--- src/rtl/alu_arbiter_if.sv ---
// Bundle between the ALU arbiter, its two requesters and the shared ALU.
// slave is the arbiter's view; master is the requesters'/ALU environment's view.
interface alu_arbiter_if;
  logic        req0_valid;
  logic        req0_ready;
  logic [4:0]  req0_op;
  logic [31:0] req0_a;
  logic [31:0] req0_b;
  logic        req1_valid;
  logic        req1_ready;
  logic [4:0]  req1_op;
  logic [31:0] req1_a;
  logic [31:0] req1_b;
  logic        resp0_valid;
  logic        resp0_ready;
  logic        resp1_valid;
  logic        resp1_ready;
  logic [63:0] resp_data;
  logic [4:0]  alu_control;
  logic [31:0] alu_a;
  logic [31:0] alu_b;
  logic [63:0] alu_c;
  logic        busy;

  modport slave (
    input  req0_valid, req0_op, req0_a, req0_b,
    input  req1_valid, req1_op, req1_a, req1_b,
    input  resp0_ready, resp1_ready, alu_c,
    output req0_ready, req1_ready, resp0_valid, resp1_valid, resp_data,
    output alu_control, alu_a, alu_b, busy
  );

  modport master (
    output req0_valid, req0_op, req0_a, req0_b,
    output req1_valid, req1_op, req1_a, req1_b,
    output resp0_ready, resp1_ready, alu_c,
    input  req0_ready, req1_ready, resp0_valid, resp1_valid, resp_data,
    input  alu_control, alu_a, alu_b, busy
  );
endinterface

--- src/rtl/alu_arbiter.sv ---
// Round-robin arbiter sharing one registered 64-bit-result ALU between two
// requesters: accept one op, drive the ALU for a fixed latency, return the result.
module alu_arbiter #(
  parameter logic [4:0] NOP_OP    = 5'b00000,
  parameter logic [4:0] LONG_OP_A = 5'b01111,
  parameter logic [4:0] LONG_OP_B = 5'b10000,
  parameter int         SHORT_LAT = 2,
  parameter int         LONG_LAT  = 34
) (
  input logic         Clock,
  input logic         Clear,
  alu_arbiter_if.slave bus
);

  typedef enum logic [1:0] {
    IDLE = 2'd0,
    EXEC = 2'd1,
    DONE = 2'd2
  } state_t;

  state_t      state_q, state_d;
  logic        last_q, last_d;   // requester granted most recently
  logic        gid_q, gid_d;     // owner of the op in flight
  logic [7:0]  cnt_q, cnt_d;
  logic [4:0]  op_q, op_d;
  logic [31:0] a_q, a_d;
  logic [31:0] b_q, b_d;
  logic [63:0] data_q, data_d;

  logic        gnt;
  logic        sel_ready;
  logic        req0_ready, req1_ready;
  logic        resp0_valid, resp1_valid;
  logic [4:0]  alu_control;
  logic [31:0] alu_a, alu_b;
  logic [4:0]  sel_op;

  function automatic logic [7:0] lat_minus_one(input logic [4:0] op);
    if (op == LONG_OP_A || op == LONG_OP_B) return 8'(LONG_LAT - 1);
    return 8'(SHORT_LAT - 1);
  endfunction

  // With both requesting, the one not granted last wins; otherwise the lone requester.
  assign gnt       = (bus.req0_valid && bus.req1_valid) ? ~last_q : bus.req1_valid;
  assign sel_op    = gnt ? bus.req1_op : bus.req0_op;
  assign sel_ready = gid_q ? bus.resp1_ready : bus.resp0_ready;

  always_comb begin
    // NOTE: every signal written here gets a default first, so no path leaves
    // one unassigned and no latch is inferred.
    state_d     = state_q;
    last_d      = last_q;
    gid_d       = gid_q;
    cnt_d       = cnt_q;
    op_d        = op_q;
    a_d         = a_q;
    b_d         = b_q;
    data_d      = data_q;
    req0_ready  = 1'b0;
    req1_ready  = 1'b0;
    resp0_valid = 1'b0;
    resp1_valid = 1'b0;
    alu_control = NOP_OP;
    alu_a       = '0;
    alu_b       = '0;

    unique case (state_q)
      IDLE: begin
        req0_ready = bus.req0_valid && !gnt;
        req1_ready = bus.req1_valid && gnt;
        if (bus.req0_valid || bus.req1_valid) begin
          state_d = EXEC;
          gid_d   = gnt;
          last_d  = gnt;
          op_d    = sel_op;
          a_d     = gnt ? bus.req1_a : bus.req0_a;
          b_d     = gnt ? bus.req1_b : bus.req0_b;
          cnt_d   = lat_minus_one(sel_op);
        end
      end
      EXEC: begin
        alu_control = op_q;
        alu_a       = a_q;
        alu_b       = b_q;
        if (cnt_q == 8'd0) begin
          data_d  = bus.alu_c;
          state_d = DONE;
        end else begin
          cnt_d = cnt_q - 8'd1;
        end
      end
      DONE: begin
        resp0_valid = !gid_q;
        resp1_valid = gid_q;
        if (sel_ready) state_d = IDLE;
      end
      default: state_d = IDLE;
    endcase
  end

  always_ff @(posedge Clock) begin
    // NOTE: state updates use non-blocking assignments so every flop samples
    // the pre-edge values, independent of statement order.
    if (!Clear) begin
      // NOTE: the latched operands and result are reset too, so a cleared
      // block never shows data from an aborted op.
      state_q <= IDLE;
      last_q  <= 1'b1;
      gid_q   <= 1'b0;
      cnt_q   <= '0;
      op_q    <= '0;
      a_q     <= '0;
      b_q     <= '0;
      data_q  <= '0;
    end else begin
      state_q <= state_d;
      last_q  <= last_d;
      gid_q   <= gid_d;
      cnt_q   <= cnt_d;
      op_q    <= op_d;
      a_q     <= a_d;
      b_q     <= b_d;
      data_q  <= data_d;
    end
  end

  assign bus.req0_ready  = req0_ready;
  assign bus.req1_ready  = req1_ready;
  assign bus.resp0_valid = resp0_valid;
  assign bus.resp1_valid = resp1_valid;
  assign bus.resp_data   = data_q;
  assign bus.alu_control = alu_control;
  assign bus.alu_a       = alu_a;
  assign bus.alu_b       = alu_b;
  assign bus.busy        = (state_q != IDLE);

endmodule
--- src/flat_wrapper.sv ---
// flat-port wrapper written by rule: the top's interface ports become plain ports
module alu_arbiter_flat 
#(
  parameter logic [4:0] NOP_OP    = 5'b00000,
  parameter logic [4:0] LONG_OP_A = 5'b01111,
  parameter logic [4:0] LONG_OP_B = 5'b10000,
  parameter int         SHORT_LAT = 2,
  parameter int         LONG_LAT  = 34
)
  (Clock, Clear, bus_req0_valid, bus_req0_op, bus_req0_a, bus_req0_b, bus_req1_valid, bus_req1_op, bus_req1_a, bus_req1_b, bus_resp0_ready, bus_resp1_ready, bus_alu_c, bus_req0_ready, bus_req1_ready, bus_resp0_valid, bus_resp1_valid, bus_resp_data, bus_alu_control, bus_alu_a, bus_alu_b, bus_busy);
  alu_arbiter_if bus_i ();
  input logic Clock;
  input logic Clear;
  input wire logic [$bits(bus_i.req0_valid)-1:0] bus_req0_valid;
  input wire logic [$bits(bus_i.req0_op)-1:0] bus_req0_op;
  input wire logic [$bits(bus_i.req0_a)-1:0] bus_req0_a;
  input wire logic [$bits(bus_i.req0_b)-1:0] bus_req0_b;
  input wire logic [$bits(bus_i.req1_valid)-1:0] bus_req1_valid;
  input wire logic [$bits(bus_i.req1_op)-1:0] bus_req1_op;
  input wire logic [$bits(bus_i.req1_a)-1:0] bus_req1_a;
  input wire logic [$bits(bus_i.req1_b)-1:0] bus_req1_b;
  input wire logic [$bits(bus_i.resp0_ready)-1:0] bus_resp0_ready;
  input wire logic [$bits(bus_i.resp1_ready)-1:0] bus_resp1_ready;
  input wire logic [$bits(bus_i.alu_c)-1:0] bus_alu_c;
  output wire logic [$bits(bus_i.req0_ready)-1:0] bus_req0_ready;
  output wire logic [$bits(bus_i.req1_ready)-1:0] bus_req1_ready;
  output wire logic [$bits(bus_i.resp0_valid)-1:0] bus_resp0_valid;
  output wire logic [$bits(bus_i.resp1_valid)-1:0] bus_resp1_valid;
  output wire logic [$bits(bus_i.resp_data)-1:0] bus_resp_data;
  output wire logic [$bits(bus_i.alu_control)-1:0] bus_alu_control;
  output wire logic [$bits(bus_i.alu_a)-1:0] bus_alu_a;
  output wire logic [$bits(bus_i.alu_b)-1:0] bus_alu_b;
  output wire logic [$bits(bus_i.busy)-1:0] bus_busy;
  assign bus_i.req0_valid = bus_req0_valid;
  assign bus_i.req0_op = bus_req0_op;
  assign bus_i.req0_a = bus_req0_a;
  assign bus_i.req0_b = bus_req0_b;
  assign bus_i.req1_valid = bus_req1_valid;
  assign bus_i.req1_op = bus_req1_op;
  assign bus_i.req1_a = bus_req1_a;
  assign bus_i.req1_b = bus_req1_b;
  assign bus_i.resp0_ready = bus_resp0_ready;
  assign bus_i.resp1_ready = bus_resp1_ready;
  assign bus_i.alu_c = bus_alu_c;
  assign bus_req0_ready = bus_i.req0_ready;
  assign bus_req1_ready = bus_i.req1_ready;
  assign bus_resp0_valid = bus_i.resp0_valid;
  assign bus_resp1_valid = bus_i.resp1_valid;
  assign bus_resp_data = bus_i.resp_data;
  assign bus_alu_control = bus_i.alu_control;
  assign bus_alu_a = bus_i.alu_a;
  assign bus_alu_b = bus_i.alu_b;
  assign bus_busy = bus_i.busy;
  alu_arbiter #(.NOP_OP(NOP_OP), .LONG_OP_A(LONG_OP_A), .LONG_OP_B(LONG_OP_B), .SHORT_LAT(SHORT_LAT), .LONG_LAT(LONG_LAT)) u_core (.Clock(Clock), .Clear(Clear), .bus(bus_i));
endmodule
--- config.mk ---
export PLATFORM = sky130hd
export DESIGN_NAME = alu_arbiter_flat
export DESIGN_NICKNAME = d
export VERILOG_FILES = /design/src/rtl/alu_arbiter_if.sv /design/src/rtl/alu_arbiter.sv /design/src/flat_wrapper.sv
export SDC_FILE = /design/constraint.sdc
export NUM_CORES = 1
export LEC_CHECK = 0
export ABC_AREA = 1
export BUFFER_PORTS_ARGS = -buffer_cell sky130_fd_sc_hd__buf_4
export CAP_MARGIN = 20
export CORE_MARGIN = 2
export CORE_UTILIZATION = 35
export CTS_BUF_LIST = sky130_fd_sc_hd__clkbuf_4 sky130_fd_sc_hd__clkbuf_8 sky130_fd_sc_hd__clkbuf_16
export CTS_CLUSTER_DIAMETER = 200
export CTS_CLUSTER_SIZE = 28
export DETAILED_ROUTE_END_ITERATION = 6
export GPL_TIMING_DRIVEN = 0
export PLACE_DENSITY = 0.63
export SYNTH_ARGS = -nofsm -noshare
export SYNTH_HDL_FRONTEND = slang
export SYNTH_SLANG_ARGS = --single-unit
export TNS_END_PERCENT = 10
--- constraint.sdc ---
create_clock -name Clock -period 1.6 [get_ports Clock]
set_input_delay 0.16 -clock Clock [delete_from_list [all_inputs] [get_ports Clock]]
set_output_delay 0.16 -clock Clock [all_outputs]
set_load 0.01 [all_outputs]
==> results of run 1 <==
metal layers:
layer  up-vias  wire (microns)  track usage
met2       266           11800        0.422
met5         -               0            0
li1       3600               -            -
met1      3157            8920        0.250
met3        39            1940       0.0773
met4         0             632       0.0856
flip-flops by register name, indices dropped and copies added (netlist names):
register and flops:
u_core.cnt_q 8, u_core.last_q 1, u_core.bus.resp_data 64, u_core.a_q 32, u_core.gid_q 1, u_core.op_q 5
u_core.state_q 2, u_core.b_q 32
cell type report:
class,count,area [sq um]
fillers,1611,6980
clock buffers,22,482
clock inverters,8,153
well taps,229,287
multi-input cells,561,3170
diodes,1,2.50
inverters,88,330
flip-flops and latches,145,2910
plain buffers,57,463
repair buffers,413,3320
worst min path at each step:
stage                                     endpoint           from
after global routing       u_core.bus.resp_data[3]   bus_alu_c[3]
after global placement     u_core.bus.resp_data[8]   bus_alu_c[8]
after floorplan            u_core.bus.resp_data[0]   bus_alu_c[0]
after detailed placement  u_core.bus.resp_data[62]  bus_alu_c[62]
after CTS                 u_core.bus.resp_data[34]  bus_alu_c[34]
final                      u_core.bus.resp_data[3]   bus_alu_c[3]
power by group:
part / total (uW) / switching (uW) / leakage, uW / internal [uW]
combinational: 6420 / 3430 / 0.00351 / 2990
clock: 4300 / 1540 / 0.000306 / 2760
sequential: 5020 / 429 / 0.00119 / 4590
total: 15700 / 5390 / 0.00501 / 10300
worst min-delay path: stages:
cell	delay, ps
buf_4	80
o21ai_1	60
nor2_1	80
cells by family (layout without fill, tap and decap cells):
logic type / count (synthesis) / in the layout / share of synthesized area
DFF: 145 / 145 / 0.447
other: 0 / 1 / 0
and+or+nand+nor: 409 / 409 / 0.245
adders and majority gates: 2 / 2 / 0.00385
buffers and inverters: 146 / 588 / 0.104
AOI/OAI and AO/OA: 148 / 148 / 0.198
xor gates and xnor gates: 2 / 2 / 0.00270
cell usage in the layout, fill, tap and decap left out, types with 2 or more instances in the layout:
master	n
dfxtp_2	4
nor2_1	310
clkbuf_8	3
ha_1	2
o32ai_1	25
inv_1	81
nand2_2	4
nor3_1	4
clkbuf_16	17
dlygate4sd3_1	55
nand2_4	3
a21oi_1	5
buf_4	357
buf_6	27
clkbuf_4	9
clkbuf_1	7
o32ai_2	39
clkinvlp_4	2
o21ai_1	45
dfxtp_1	141
buf_2	10
nand3b_1	2
nor2_4	20
o21ai_0	19
bufinv_16	4
nand2_1	31
o21ai_2	8
inv_2	7
buf_12	2
nor2_2	24
nand3_1	6
o22ai_1	6
buf_8	3
through the flow:
stage | hold slack (ps) | util | area, sq um
after floorplan | 324 | - | 6490
after CTS | 1.33 | 0.600 | 10800
final | 0.0335 | 0.614 | 11100
after detailed placement | 416 | 0.518 | 9370
after global routing | 0.459 | 0.614 | 11100
after global placement | 410 | 0.518 | 9370
timing repair:
action	CTS	global route
gates resized for setup	98	111
setup buffers	6	5
hold endpoints to repair	52	3
cloned	2	0
pin swaps	2	4
setup endpoints to repair	145	205
hold buffers	52	3
==> impl_results.md, run 1 <==
- Critical path buffer and inverter count: 6
- Starting density of the core: 0.359
- Final routed wire length divided by cell count: between 15 and 20 microns
- Critical-path cell list: inv_2, nor2_4, inv_2, buf_6, buf_8, buf_6, nor2_2, buf_4
- Number of CTS-inserted buffers: 17
- LEAKAGE: approximately 0.0050 uW
- Cell types with the highest counts after synthesis: nor2_1 (352), dfxtp_1 (145), inv_1 (84), o21ai_0 (71), o32ai_2 (39)
- Clock insertion delay at the later pin of the skew report: 420 ps
- Path length in cells of the critical path: 8
- Final-report max-slew violation count: 0
- Area of the mapped netlist: 0.00649 sq mm
- Number of max-cap violations: 0
- Top flip-flop cell by instance count after synthesis: dfxtp_1
- Length of the first detailed-routing pass in iterations: 5
- Endpoint of the lowest-slack register-to-register path: u_core.b_q[24]
- Fin. Hold Viols: 0
- Ratio of cells with drive above 1 in the final layout: 0.423
- Syn nets: 1062
- Synthesized instance count: between 800 and 900
- Synthesis-stage register bit count: 145
- Path depth of the worst reg2reg path: 7
- Setup slack, reg-to-reg: -60 ps
- Final-report setup violation count: 79
- Startpoint of the worst setup timing path: u_core.state_q[0]
- Leading area contributor after synthesis: dfxtp_1
- Ratio of total power to cell area: 1420 mW/mm^2
- Worst-case vdd ir drop: 0.824 mV
- Antenna Nets Post-Route: 0
- Antenna violations before repair: 1
- Number of buffers between clock root and the deepest sink: 2
- Maximum number of pins on one net before global-route repair: 17
- Die Footprint: 0.0197 sq mm
- Worst min-delay path category: in2reg
- Seq/Total Area, Yosys: 0.447
- Crit-path slowest cell: dfxtp_2
- Reg-to-Reg Start: u_core.state_q[1]
- Top-area cell type share of the netlist area: 0.447
- Number of remaining DRC errors: 0
- Violations in the final reports: setup timing
- Setup ws final: -123 ps
- Global routing usage summed across all routing layers: 0.232
- Routed via count: 7062
- Critical Path AT: approximately 1600 ps
- Kind of launch point of the worst setup path: register
- Number of DRC markers in iteration 0: 276
- Clock tree from TritonCTS: done
- X dimension of the die: 140 microns
- Final weighted congestion in routability-driven placement: 0.840
- Total number of clock tree sinks: between 100 and 150
- Mean post-synth cell area: approximately 7.6 sq um
- Residual overflow from global routing: 0
- Synth top area cells: dfxtp_1 (45%), nor2_1 (20%), o32ai_2 (9.8%)
- Critical-path maximum fanout: 6
- Required time reported for the critical path endpoint: 1440 ps
- Count of pins on the block boundary: 346
- Peak Freq: 0.580 GHz
- Kind of cell with the highest combined delay on the critical path: buffers and inverters
- Vias per std cell: around 4.6
- Synth unique cells: 32
- Total Wirelength: 23300 microns
- Most used standard cell by instance count after synthesis: nor2_1
- Worst hold path depth: 3
- Detailed-placement wirelength estimate: 17300 microns
- Layout Skew: between 9 and 10 ps
- Number of placement rows: between 40 and 50
- Number of warnings printed during yosys synthesis: 0
- Final critical-path required period: 1720 ps
- CP peak stage delay: 330 ps
- First-pass GRT wire length: 36200 microns
- Startpoint-to-endpoint class of the critical path: reg2out
- Clock-pin slew on the worst setup and hold paths: 60 ps
- Port-buffer cells: 345
- Total negative setup slack: -4330 ps
- Ratio of final minimum period to clock period: 1.08
- Master cell of the clock root buffer: clkbuf_16
- Total core area: 0.0181 sq mm
- Vias in the first global route: ~7.1k
- Worst slew margin relative to its limit: 0.708
- Die height: 140 microns
- Number of standard cells in the layout, taps in and fillers out: 1524
- Destination of the critical timing path: bus_alu_a[1]
- Placed cell count: 1426
- Total Power Consumption: about 16000 uW
- Setup repair after global routing missed its margin: true
- Number of flops mapped to enable cells by yosys: 0
- H-tree levels: 4
- Result of the run: complete, but fails checks
- CP endpoint kind: output pin
- Async set-reset flop share out of synthesis: 0
- Placement-stage worst setup slack: -136 ps
- Layout overhead on the synthesized area: 71.1%
- Least-Margin Pin Slew: 438 ps
- Count of nets after finishing: 1493
Note: power is estimated with default switching activity, not from simulation.
==> inputs of run 2 (changes only) <==
--- a/config.mk
+++ b/config.mk
@@ -10,11 +10,11 @@
 export CAP_MARGIN = 20
 export CORE_MARGIN = 2
 export CORE_UTILIZATION = 35
-export CTS_BUF_LIST = sky130_fd_sc_hd__clkbuf_4 sky130_fd_sc_hd__clkbuf_8 sky130_fd_sc_hd__clkbuf_16
 export CTS_CLUSTER_DIAMETER = 200
 export CTS_CLUSTER_SIZE = 28
 export DETAILED_ROUTE_END_ITERATION = 6
 export GPL_TIMING_DRIVEN = 0
+export MAX_ROUTING_LAYER = met4
 export PLACE_DENSITY = 0.63
 export SYNTH_ARGS = -nofsm -noshare
 export SYNTH_HDL_FRONTEND = slang
==> run 2 against run 1 <==
The flow still finishes with violations (setup timing). Core utilization about the same. Fmax about the same. Non-clock buffer count increased by 1. Die area unchanged. Sequential share of layout area is essentially flat. Flip-flop and latch count unchanged. Wire length about the same. Critical path depth did not move. Clock power is 0.9% lower. Critical endpoint unchanged. Highest routed layer unchanged.
==> impl_results.md, run 2 (same netlist as run 1, synthesis figures left out) <==
- Final critical-path required period: 1720 ps
- Detailed-placement wirelength estimate: 17300 microns
- Antenna Nets Post-Route: 0
- Ratio of total power to cell area: 1410 mW/mm^2
- Peak Freq: 0.580 GHz
- LEAKAGE: between 0.005 and 0.006 uW
- Destination of the critical timing path: bus_alu_a[1]
- Total number of clock tree sinks: 145
- Most frequent cells in the layout: buf_4 (360), nor2_1 (310), dfxtp_1 (141)
- Total Power Consumption: 15700 uW
- Clock share of power: 0.271
- Residual overflow from global routing: 0
- Critical-path maximum fanout: 6
- Number of max-cap violations: 0
- Worst hold path depth: 3
- Maximum number of pins on one net before global-route repair: 17
- CP endpoint kind: output pin
- Setup repair after global routing missed its margin: true
- Starting density of the core: 0.359
- Vias per std cell: 4.65
- Routed via count: 7090
- Endpoint of the lowest-slack register-to-register path: u_core.b_q[24]
- Kind of launch point of the worst setup path: register
- Vias in the first global route: roughly 7k
- Count of pins on the block boundary: between 300 and 400
- Number of standard cells in the layout, taps in and fillers out: ~1.5k
- Total negative setup slack: -4410 ps
- Setup ws final: -124 ps
- Final weighted congestion in routability-driven placement: 0.853
- Final-report max-slew violation count: 0
- Largest register FFs: 64
- Fin. Hold Viols: 0
- Met2 wire length: 11900 microns
- Die height: 140 microns
- X dimension of the die: approximately 140 microns
- Critical Path AT: 1560 ps
- Net switching share of the total power: 0.344
- Count of nets after finishing: 1494
- Max Used Layer: met4
- Reg-to-Reg Start: u_core.state_q[1]
- Number of remaining DRC errors: 0
- Number of DRC markers in iteration 0: 225
- Die Footprint: 0.0197 sq mm
- Ratio of final minimum period to clock period: 1.08
- Clock tree from TritonCTS: done
- Sequential share of power: 0.319
- Number of buffers between clock root and the deepest sink: 2
- Worst-case vdd ir drop: 0.853 mV
- Worst min-delay path category: in2reg
- Sw power: 5390 uW
- Least-Margin Pin Slew: 441 ps
- Power share of the combinational group: 0.409
- First-pass GRT wire length: approximately 36000 microns
- Path depth of the worst reg2reg path: 7
- Total core area: 0.0181 sq mm
- Port-buffer cells: around 350
- Clock-pin slew on the worst setup and hold paths: 60 ps
- M1 WL: 9210 microns
- Internal Power: 10300 uW
- Clock insertion delay at the later pin of the skew report: ~420 ps
- Antenna violations before repair: 1
- Layout overhead on the synthesized area: 71.0%
- Required time reported for the critical path endpoint: 1440 ps
- Number of placement rows: 49
- Final routed wire length divided by cell count: 15.3 microns
- Placed cell count: approximately 1.4k
- Routed length on met3: 1660 microns
- Worst hold slack: ~4.7 ps
- H-tree levels: 4
- Violations in the final reports: setup timing
- Startpoint of the worst setup timing path: u_core.state_q[0]
- Ratio of cells with drive above 1 in the final layout: 0.422
- Total Wirelength: between 20000 and 25000 microns
- Worst slew margin relative to its limit: 0.706
- Setup slack, reg-to-reg: -50 ps
- Length of the first detailed-routing pass in iterations: 4
- Commonest non-fill, non-tap cell in the layout: buf_4
- Master cell of the clock root buffer: clkbuf_16
- Layout Skew: 8.41 ps
- Number of CTS-inserted buffers: 17
- Startpoint-to-endpoint class of the critical path: reg2out
- Result of the run: complete, but fails checks
- Global routing usage summed across all routing layers: 0.239
- Final-report setup violation count: 78
run 2: power groups by stage:
stage	combinational (uW)	sequential (uW)	clock, uW
2_1_floorplan	3040	5240	0
3_3_place_gp	5520	5020	0
3_5_place_dp	5570	5050	0
4_1_cts	6140	4990	4340
5_1_grt	7060	5120	4490
6_report	6420	5010	4260
run 2: repair_timing:
item / 4_1_cts / 5_1_grt
resized for setup: 101 / 106
setup endpoints to repair: 145 / 205
pin swaps: 2 / 4
gates cloned: 2 / 0
hold buffers: 55 / 1
buffers inserted: 6 / 5
endpoints found under the hold margin: 55 / 1
run 2: how the worst min path moves through the flow:
stage                              from                  endpoint  slack (ps)
after global placement     bus_alu_c[8]   u_core.bus.resp_data[8]         410
final                     bus_alu_c[34]  u_core.bus.resp_data[34]           5
after floorplan            bus_alu_c[0]   u_core.bus.resp_data[0]         320
after global routing      bus_alu_c[19]  u_core.bus.resp_data[19]          -2
after detailed placement  bus_alu_c[62]  u_core.bus.resp_data[62]         420
after CTS                 bus_alu_c[34]  u_core.bus.resp_data[34]           1
run 2: layer usage:
metal,global-route usage,vias up
li1,-,3603
met1,0.258,3185
met2,0.421,265
met3,0.0653,37
met4,0.0856,0
met5,-,-
run 2: critical path, stage by stage, from the launching register on:
cell     delay [ps]
dfxtp_2         330
inv_2            50
nor2_4           90
inv_2            50
buf_6           130
buf_8           140
buf_6           140
nor2_2           80
buf_4           140
run 2: through the flow:
step                      instance area, sq um  setup WS (ps)   util
after CTS                                10900           -157  0.601
after global routing                     11100           -209  0.614
after detailed placement                  9370           -136  0.518
after global placement                    9370           -144  0.518
after floorplan                           6490            158      -
final                                    11100           -124  0.614
run 2: final cells by class:
class / instances / area [sq um]
repair buffers: 414 / 3330
flip-flops and latches: 145 / 2910
clock buffers: 22 / 474
plain buffers: 57 / 455
inverters: 88 / 330
fillers: 1616 / 6980
diodes: 1 / 2.50
well taps: 229 / 287
clock inverters: 8 / 153
multi-input cells: 561 / 3170
